**config.mk**
```make
export PLATFORM = sky130hd
export DESIGN_NAME = uart_rx_param
export DESIGN_NICKNAME = d
export VERILOG_FILES = /design/src/rtl/uart_pkg.sv /design/src/rtl/uart_rx_sampler.sv /design/src/rtl/uart_rx_param.sv
export SDC_FILE = /design/constraint.sdc
export NUM_CORES = 1
export LEC_CHECK = 0
export ABC_AREA = 1
export CORE_MARGIN = 2
export CORE_UTILIZATION = 55
export CTS_CLUSTER_DIAMETER = 50
export CTS_CLUSTER_SIZE = 30
export DETAILED_ROUTE_END_ITERATION = 7
export GPL_TIMING_DRIVEN = 0
export PLACE_DENSITY = 0.78
export SLEW_MARGIN = 10
export SYNTH_ARGS = -nofsm -noshare
export SYNTH_HDL_FRONTEND = slang
export SYNTH_HIERARCHICAL = 1
export SYNTH_SLANG_ARGS = --single-unit
```
**constraint.sdc**
```tcl
create_clock -name clk -period 1.9 [get_ports clk]
set_input_delay 0.19 -clock clk [delete_from_list [all_inputs] [get_ports clk]]
set_output_delay 0.19 -clock clk [all_outputs]
set_load 0.03 [all_outputs]
```
**src/rtl/uart_pkg.sv**
```systemverilog
// Shared types for the parametrised UART receiver.
// Parity modes, receiver states, frame status bundle, vote helper.
package uart_pkg;

  localparam int PARITY_NONE = 0;
  localparam int PARITY_EVEN = 1;
  localparam int PARITY_ODD  = 2;

  typedef enum logic [2:0] {
    IDLE,
    START,
    DATA,
    PARITY,
    STOP,
    WAIT_IDLE
  } rx_state_e;

  typedef struct packed {
    logic parity_err;
    logic frame_err;
    logic break_det;
  } rx_status_t;

  function automatic logic maj3(
    input logic a,
    input logic b,
    input logic c
  );
    return (a & b) | (a & c) | (b & c);
  endfunction

endpackage

```
**src/rtl/uart_rx_sampler.sv**
```systemverilog
// rx synchroniser, falling-edge detect and 3-sample majority vote.
// The third vote sample is the live synchronised value.
module uart_rx_sampler #(
  parameter int SYNC_STAGES = 2
) (
  input  logic clk,
  input  logic rst,
  input  logic rx,
  input  logic sample_en,
  output logic rx_sync,
  output logic fall,
  output logic vote
);
  import uart_pkg::*;

  logic [SYNC_STAGES-1:0] sync_q;
  logic                   prev_q;
  logic [1:0]             samp_q;

  // Synchroniser chain, edge history and the two early vote samples.
  always_ff @(posedge clk) begin
    if (!rst) begin
      sync_q <= '1;
      prev_q <= 1'b1;
      samp_q <= 2'b11;
    end else begin
      sync_q <= {sync_q[SYNC_STAGES-2:0], rx};
      prev_q <= sync_q[SYNC_STAGES-1];
      if (sample_en) begin
        samp_q <= {samp_q[0], sync_q[SYNC_STAGES-1]};
      end
    end
  end

  assign rx_sync = sync_q[SYNC_STAGES-1];
  assign fall    = prev_q & ~rx_sync;
  assign vote    = maj3(samp_q[1], samp_q[0], rx_sync);

endmodule

```
**src/rtl/uart_rx_param.sv**
```systemverilog
// Parametrised UART receiver: oversampled FSM, error status,
// valid/ready delivery with sticky overrun.
module uart_rx_param #(
  parameter int DATA_BITS   = 8,
  parameter int PARITY      = 0,
  parameter int STOP_BITS   = 1,
  parameter int OVERSAMPLE  = 16,
  parameter int SYNC_STAGES = 2
) (
  input  logic                 clk,
  input  logic                 rst,
  input  logic                 baud_tick,
  input  logic                 rx,
  output logic [DATA_BITS-1:0] data_out,
  output logic                 data_valid,
  input  logic                 data_ready,
  output logic                 parity_err,
  output logic                 frame_err,
  output logic                 break_det,
  output logic                 overrun_err,
  output logic                 busy
);
  import uart_pkg::*;

  localparam int TW = $clog2(OVERSAMPLE);
  localparam int BW = $clog2(DATA_BITS + 1);

  localparam logic [TW-1:0] T_LO   = TW'(OVERSAMPLE / 2 - 1);
  localparam logic [TW-1:0] T_MID  = TW'(OVERSAMPLE / 2);
  localparam logic [TW-1:0] T_HI   = TW'(OVERSAMPLE / 2 + 1);
  localparam logic [TW-1:0] T_LAST = TW'(OVERSAMPLE - 1);
  localparam logic [BW-1:0] B_LAST = BW'(DATA_BITS);
  localparam logic          S_LAST = 1'(STOP_BITS - 1);

  rx_state_e state, state_nx;

  logic [TW-1:0]        tick, tick_nx;
  logic [BW-1:0]        bit_cnt, bit_cnt_nx;
  logic [DATA_BITS-1:0] shreg, shreg_nx;
  logic                 par_bit, par_bit_nx;
  logic                 stop_idx, stop_idx_nx;
  logic                 stop_bad, stop_bad_nx;
  logic                 stop_one, stop_one_nx;
  logic                 done, done_nx;
  rx_status_t           pend_st, pend_st_nx;

  logic rx_sync;
  logic fall;
  logic vote;
  logic active;
  logic sample_en;
  logic maj_pt;
  logic end_bit;
  logic par_exp;
  logic hs;

  assign active    = (state != IDLE) && (state != WAIT_IDLE);
  assign sample_en = active && baud_tick &&
                     ((tick == T_LO) || (tick == T_MID));
  assign maj_pt    = active && baud_tick && (tick == T_HI);
  assign end_bit   = active && baud_tick && (tick == T_LAST);
  assign busy      = (state != IDLE);
  assign hs        = data_valid && data_ready;

  assign par_exp = (PARITY == PARITY_ODD) ? ~(^shreg) : (^shreg);

  uart_rx_sampler #(
    .SYNC_STAGES(SYNC_STAGES)
  ) u_sampler (
    .clk      (clk),
    .rst      (rst),
    .rx       (rx),
    .sample_en(sample_en),
    .rx_sync  (rx_sync),
    .fall     (fall),
    .vote     (vote)
  );

  // Receiver state, counters and frame capture registers.
  always_ff @(posedge clk) begin
    if (!rst) begin
      state    <= IDLE;
      tick     <= '0;
      bit_cnt  <= '0;
      shreg    <= '0;
      par_bit  <= 1'b0;
      stop_idx <= 1'b0;
      stop_bad <= 1'b0;
      stop_one <= 1'b0;
      done     <= 1'b0;
      pend_st  <= '0;
    end else begin
      state    <= state_nx;
      tick     <= tick_nx;
      bit_cnt  <= bit_cnt_nx;
      shreg    <= shreg_nx;
      par_bit  <= par_bit_nx;
      stop_idx <= stop_idx_nx;
      stop_bad <= stop_bad_nx;
      stop_one <= stop_one_nx;
      done     <= done_nx;
      pend_st  <= pend_st_nx;
    end
  end

  // Next-state logic: bit timing, shifting and frame completion.
  always_comb begin
    state_nx    = state;
    tick_nx     = tick;
    bit_cnt_nx  = bit_cnt;
    shreg_nx    = shreg;
    par_bit_nx  = par_bit;
    stop_idx_nx = stop_idx;
    stop_bad_nx = stop_bad;
    stop_one_nx = stop_one;
    done_nx     = 1'b0;
    pend_st_nx  = pend_st;

    if (active && baud_tick) begin
      tick_nx = end_bit ? '0 : tick + TW'(1);
    end

    unique case (state)
      IDLE: begin
        if (fall) begin
          state_nx    = START;
          tick_nx     = '0;
          bit_cnt_nx  = '0;
          par_bit_nx  = 1'b0;
          stop_idx_nx = 1'b0;
          stop_bad_nx = 1'b0;
          stop_one_nx = 1'b0;
        end
      end
      START: begin
        if (maj_pt && vote) begin
          state_nx = IDLE;
          tick_nx  = '0;
        end else if (end_bit) begin
          state_nx = DATA;
        end
      end
      DATA: begin
        if (maj_pt) begin
          shreg_nx   = {vote, shreg[DATA_BITS-1:1]};
          bit_cnt_nx = bit_cnt + BW'(1);
        end
        if (end_bit && (bit_cnt == B_LAST)) begin
          state_nx = (PARITY != PARITY_NONE) ?
                     uart_pkg::PARITY : STOP;
        end
      end
      uart_pkg::PARITY: begin
        if (maj_pt) begin
          par_bit_nx = vote;
        end
        if (end_bit) begin
          state_nx = STOP;
        end
      end
      STOP: begin
        if (maj_pt) begin
          if (stop_idx == S_LAST) begin
            done_nx               = 1'b1;
            pend_st_nx.parity_err = (PARITY != PARITY_NONE) &&
                                    (par_bit != par_exp);
            pend_st_nx.frame_err  = stop_bad | ~vote;
            pend_st_nx.break_det  = ~(|shreg) & ~par_bit &
                                    ~stop_one & ~vote;
            state_nx              = vote ? IDLE : WAIT_IDLE;
            tick_nx               = '0;
          end else begin
            stop_bad_nx = stop_bad | ~vote;
            stop_one_nx = stop_one | vote;
            stop_idx_nx = 1'b1;
          end
        end
      end
      WAIT_IDLE: begin
        if (rx_sync) begin
          state_nx = IDLE;
        end
      end
      default: begin
        state_nx = IDLE;
      end
    endcase
  end

  // Output handshake: load a completed frame or flag overrun.
  always_ff @(posedge clk) begin
    if (!rst) begin
      data_out    <= '0;
      data_valid  <= 1'b0;
      parity_err  <= 1'b0;
      frame_err   <= 1'b0;
      break_det   <= 1'b0;
      overrun_err <= 1'b0;
    end else begin
      if (hs) begin
        data_valid  <= 1'b0;
        overrun_err <= 1'b0;
      end
      if (done) begin
        if (!data_valid || hs) begin
          data_out   <= shreg;
          parity_err <= pend_st.parity_err;
          frame_err  <= pend_st.frame_err;
          break_det  <= pend_st.break_det;
          data_valid <= 1'b1;
        end else begin
          overrun_err <= 1'b1;
        end
      end
    end
  end

endmodule

```
==> impl_results.html <==
<table>
<tr><th>Metric</th><th>Value</th></tr>
<tr><th colspan="2">Run status</th></tr>
<tr><td>Outcome</td><td>finished clean</td></tr>
<tr><th colspan="2">Finish</th></tr>
<tr><td>Total of fill cells in the finished design</td><td>298</td></tr>
<tr><td>Diodes inserted</td><td>0</td></tr>
<tr><td>Utilization after layout</td><td>0.682</td></tr>
<tr><td>Post-layout instance area</td><td>0.00212 mm2</td></tr>
<tr><td>Area added between synthesis and finish</td><td>16.0%</td></tr>
<tr><td>Number of nets in the layout</td><td>287</td></tr>
<tr><td>Share of post-route cells with drive strength above 1</td><td>0.0863</td></tr>
<tr><td>Finished Layout Cells</td><td>322</td></tr>
<tr><th colspan="2">Global routing</th></tr>
<tr><td>Total global-route track usage</td><td>0.199</td></tr>
<tr><td>Pin count of the biggest net entering global routing</td><td>14</td></tr>
<tr><td>Wire length of the first global-routing pass</td><td>5.60 mm</td></tr>
<tr><td>Number of global-route vias before repair</td><td>1,334</td></tr>
<tr><td>Antenna violations before repair</td><td>0</td></tr>
<tr><td>GRT Residual Overflow</td><td>0</td></tr>
<tr><th colspan="2">Logic synthesis</th></tr>
<tr><td>Flip-flop and latch count after synthesis</td><td>42</td></tr>
<tr><td>Top cell type by total area after synthesis</td><td>sky130_fd_sc_hd__dfxtp_1</td></tr>
<tr><td>Syn Inst Count</td><td>253</td></tr>
<tr><td>Number of unique standard cell types used by synthesis</td><td>25</td></tr>
<tr><td>Portion of synthesized cell area occupied by the leading cell type</td><td>0.461</td></tr>
<tr><td>Most area-consuming cells after synthesis</td><td>sky130_fd_sc_hd__dfxtp_1 46%, sky130_fd_sc_hd__nand2_1 9.3%, sky130_fd_sc_hd__nor2_1 7.4%, sky130_fd_sc_hd__inv_1 6.0%, sky130_fd_sc_hd__a21oi_1 5.8%</td></tr>
<tr><td>Area of the mapped netlist</td><td>0.00183 mm2</td></tr>
<tr><td>Count of synthesis-stage warnings from yosys</td><td>6</td></tr>
<tr><td>Mapped Nets</td><td>263</td></tr>
<tr><td>Sequential fraction of the synthesis area</td><td>0.461</td></tr>
<tr><td>Post-synthesis area per instance</td><td>7.22 um2</td></tr>
<tr><th colspan="2">Detailed routing</th></tr>
<tr><td>Remaining antenna violation count after routing</td><td>0</td></tr>
<tr><td>Detailed-route wire length per cell</td><td>10.1 um</td></tr>
<tr><td>Wire length reported by the detailed router</td><td>3.24 mm</td></tr>
<tr><td>Routed vias</td><td>1,599</td></tr>
<tr><td>Violation count after the first detailed-route iteration</td><td>62</td></tr>
<tr><td>Number of detailed-routing iterations run before antenna repair</td><td>4</td></tr>
<tr><td>Drc violations</td><td>0</td></tr>
<tr><td>Vias per inst</td><td>4.97</td></tr>
<tr><th colspan="2">Timing</th></tr>
<tr><td>Setup-failing EPs final</td><td>0</td></tr>
<tr><td>Worst setup skew after layout</td><td>0.00569 ns</td></tr>
<tr><td>Hold Fails Final Rpt</td><td>0</td></tr>
<tr><td>Final slew viol count</td><td>0</td></tr>
<tr><td>Final Critical Period</td><td>1.70 ns</td></tr>
<tr><td>Unrepaired setup endpoints after global routing</td><td>no</td></tr>
<tr><td>Sum of negative setup slack</td><td>0 ns</td></tr>
<tr><td>Share of the cycle needed by the critical path after routing</td><td>0.897</td></tr>
<tr><td>Final Hold Slack</td><td>0.346 ns</td></tr>
<tr><td>Fmax</td><td>587 MHz</td></tr>
<tr><th colspan="2">Place</th></tr>
<tr><td>Gp weighted congestion</td><td>0.827</td></tr>
<tr><td>Post-place instance area</td><td>0.00205 mm2</td></tr>
<tr><td>Post-DP HPWL</td><td>2.40 mm</td></tr>
<tr><td>Instance count after placement with tap cells included</td><td>314</td></tr>
<tr><td>Count of input and output buffers</td><td>17</td></tr>
<tr><th colspan="2">Min path</th></tr>
<tr><td>Worst hold path cell count</td><td>3</td></tr>
<tr><td>Classification of the worst-slack hold path</td><td>in2reg</td></tr>
<tr><th colspan="2">Floorplanning</th></tr>
<tr><td>Placement row count</td><td>20</td></tr>
<tr><td>Std-Cell Core Area</td><td>0.00310 mm2</td></tr>
<tr><td>Overall die width</td><td>61.6 um</td></tr>
<tr><td>Initial core utilization</td><td>0.588</td></tr>
<tr><td>Ports placed on the boundary</td><td>19</td></tr>
<tr><td>Chip Height</td><td>61.6 um</td></tr>
<tr><td>Floorplan die area</td><td>0.00380 mm2</td></tr>
<tr><th colspan="2">Clock network</th></tr>
<tr><td>Number of buffers created by CTS</td><td>5</td></tr>
<tr><td>Cell at the root of the clock tree</td><td>sky130_fd_sc_hd__clkbuf_4</td></tr>
<tr><td>Maximum buffer depth of the clock tree</td><td>2</td></tr>
<tr><td>Max H-tree Level</td><td>2</td></tr>
<tr><td>Count of hold-fix buffers inserted at cts</td><td>0</td></tr>
<tr><td>CTS tree</td><td>built</td></tr>
<tr><td>Clock-pin slew on the worst setup and hold paths</td><td>0.12 ns</td></tr>
<tr><td>Sinks on the clock net</td><td>42</td></tr>
<tr><td>Clk_lat worst skew</td><td>0.35 ns</td></tr>
<tr><td>Post-CTS Setup Bufs</td><td>0</td></tr>
<tr><th colspan="2">Worst setup path</th></tr>
<tr><td>Crit path max-delay family</td><td>simple AND/OR/NAND/NOR gates</td></tr>
<tr><td>Category of the worst setup path launch point</td><td>flop</td></tr>
<tr><td>Cell breakdown of the critical path</td><td>inv_1 &gt; nand2_1 &gt; nor2_2 &gt; nand3_1 &gt; buf_2 &gt; o21ai_0 &gt; a21oi_1</td></tr>
<tr><td>Critical setup path kind</td><td>reg2reg</td></tr>
<tr><td>Arrival time of data at the critical path endpoint</td><td>1.96 ns</td></tr>
<tr><td>Critical Path Stages</td><td>7</td></tr>
<tr><td>Crit path largest cell delay</td><td>0.37 ns</td></tr>
<tr><td>Critical path capture point type</td><td>flop</td></tr>
<tr><td>Reg2Reg Depth</td><td>7</td></tr>
<tr><td>Cell with the largest stage delay on the worst path</td><td>sky130_fd_sc_hd__dfxtp_1</td></tr>
<tr><td>Crit path max fanout</td><td>10</td></tr>
<tr><td>Required time worst endpoint</td><td>2.15 ns</td></tr>
<tr><td>Number of buffer and inverter instances along the worst setup path</td><td>2</td></tr>
<tr><th colspan="2">Pwr</th></tr>
<tr><td>Power per unit of standard cell area</td><td>919 mW/mm2</td></tr>
<tr><td>Clock share of power</td><td>0.246</td></tr>
<tr><td>Internal</td><td>1.28 mW</td></tr>
<tr><td>Switching share of power</td><td>0.343</td></tr>
<tr><td>Sequential group share of total power</td><td>0.501</td></tr>
<tr><td>Switching power summed over all nets</td><td>0.667 mW</td></tr>
<tr><td>Static leakage</td><td>0.900 nW</td></tr>
<tr><td>Combinational Power Share</td><td>0.253</td></tr>
<tr><td>IR drop worst, VDD</td><td>0.000621 V</td></tr>
<tr><th colspan="2">Run</th></tr>
<tr><td>Max_cap viols</td><td>0</td></tr>
</table>
placed cells by master (no fill, tap or decap), types with 4 or more instances in the layout:
master / n
sky130_fd_sc_hd__a21oi_1: 21
sky130_fd_sc_hd__clkbuf_1: 4
sky130_fd_sc_hd__clkbuf_4: 5
sky130_fd_sc_hd__clkdlybuf4s50_1: 16
sky130_fd_sc_hd__dfxtp_1: 42
sky130_fd_sc_hd__ha_1: 5
sky130_fd_sc_hd__inv_1: 29
sky130_fd_sc_hd__inv_2: 4
sky130_fd_sc_hd__nand2_1: 45
sky130_fd_sc_hd__nand2_2: 5
sky130_fd_sc_hd__nand3_1: 20
sky130_fd_sc_hd__nor2_1: 36
sky130_fd_sc_hd__nor3_1: 6
sky130_fd_sc_hd__o21ai_0: 19
sequential cells by signal (all words and copies together), names as in the netlist:
name,cells
pend_st,2
u_sampler/samp_q,2
par_bit,1
tick,4
data_out,8
frame_err,1
state,3
bit_cnt,4
done,1
u_sampler/sync_q,2
data_valid,1
stop_one,1
overrun_err,1
break_det,1
shreg,8
u_sampler/prev_q,1
stop_bad,1
worst reg2reg max path, cell delays in order, from the launching register on:
cell,delay (ns)
sky130_fd_sc_hd__dfxtp_1,0.37
sky130_fd_sc_hd__inv_1,0.15
sky130_fd_sc_hd__nand2_1,0.14
sky130_fd_sc_hd__nor2_2,0.30
sky130_fd_sc_hd__nand3_1,0.19
sky130_fd_sc_hd__buf_2,0.22
sky130_fd_sc_hd__o21ai_0,0.19
sky130_fd_sc_hd__a21oi_1,0.05
metal layers:
metal,share of wire,global-route usage,vias to the layer above
met5,0,0,-
met4,0.012,0.0638,0
met3,0.050,0.0630,5
met2,0.42,0.296,34
met1,0.52,0.275,701
li1,-,-,859
worst paths after layout:
check                                  from                             end  slack (ns)
min                                      rx  u_sampler/sync_q[0]$_SDFF_PN1_        0.35
min reg2reg  u_sampler/sync_q[0]$_SDFF_PN1_  u_sampler/sync_q[1]$_SDFF_PN1_        0.42
max reg2reg           state[2]$_SDFFE_PN0P_           shreg[7]$_SDFFE_PN0P_        0.20
max                   state[2]$_SDFFE_PN0P_           shreg[7]$_SDFFE_PN0P_        0.20
cell families after synthesis:
logic type	share of synthesized area
buf+inv	0.0836
flops	0.461
simple gates	0.293
fa+ha+maj	0.0343
other cells	0.00205
compound gates	0.127
what timing repair did:
| action | 4_1_cts | 5_1_grt |
|---|---|---|
| hold endpoints to repair | 0 | 0 |
| resized for setup | 0 | 1 |
| endpoints found under the setup margin | 0 | 1 |
power groups by stage:
stage	Combinational (mW)	Clock, mW	Sequential (mW)
2_1_floorplan	0.392	0	0.982
3_3_place_gp	0.487	0	0.994
3_5_place_dp	0.491	0	0.993
4_1_cts	0.495	0.497	0.974
5_1_grt	0.566	0.524	0.981
6_report	0.493	0.478	0.975
final cells by class:
| class | instances | area (um2) | area share |
|---|---|---|---|
| plain buffers | 6 | 28.8 | 0.0136 |
| clock buffers | 7 | 55.1 | 0.0260 |
| clock inverters | 1 | 8.76 | 0.00414 |
| inverters | 33 | 124 | 0.0585 |
| multi-input cells | 172 | 832 | 0.393 |
| flip-flops and latches | 42 | 841 | 0.397 |
| well taps | 44 | 55.1 | 0.0260 |
| repair buffers | 17 | 173 | 0.0816 |
through the flow:
stage	setup WS [ns]	power (mW)
4_1_cts	0.00405	1.97
3_3_place_gp	0.165	1.48
6_report	0.195	1.95
5_1_grt	0.0524	2.07
3_5_place_dp	0.168	1.48
2_1_floorplan	0.401	1.37
synthesized netlist by cell type:
| cell type | n |
|---|---|
| sky130_fd_sc_hd__nand2_1 | 45 |
| sky130_fd_sc_hd__dfxtp_1 | 42 |
| sky130_fd_sc_hd__nor2_1 | 36 |
| sky130_fd_sc_hd__inv_1 | 29 |
| sky130_fd_sc_hd__a21oi_1 | 21 |
| sky130_fd_sc_hd__nand3_1 | 20 |
| sky130_fd_sc_hd__o21ai_0 | 19 |
| sky130_fd_sc_hd__nor3_1 | 6 |
| sky130_fd_sc_hd__ha_1 | 5 |
| sky130_fd_sc_hd__nand2_2 | 5 |
| sky130_fd_sc_hd__inv_2 | 4 |
| sky130_fd_sc_hd__clkbuf_1 | 3 |
| sky130_fd_sc_hd__a211oi_1 | 2 |
| sky130_fd_sc_hd__buf_2 | 2 |
| sky130_fd_sc_hd__nor2_2 | 2 |
| sky130_fd_sc_hd__nor4_1 | 2 |
| sky130_fd_sc_hd__o21ai_1 | 2 |
| sky130_fd_sc_hd__and3_1 | 1 |
| sky130_fd_sc_hd__buf_4 | 1 |
| sky130_fd_sc_hd__conb_1 | 1 |
| sky130_fd_sc_hd__nand3_2 | 1 |
| sky130_fd_sc_hd__nand4_1 | 1 |
| sky130_fd_sc_hd__nor2_4 | 1 |
| sky130_fd_sc_hd__nor3_2 | 1 |
| sky130_fd_sc_hd__o22ai_1 | 1 |
(Power assumes the default switching activity.)
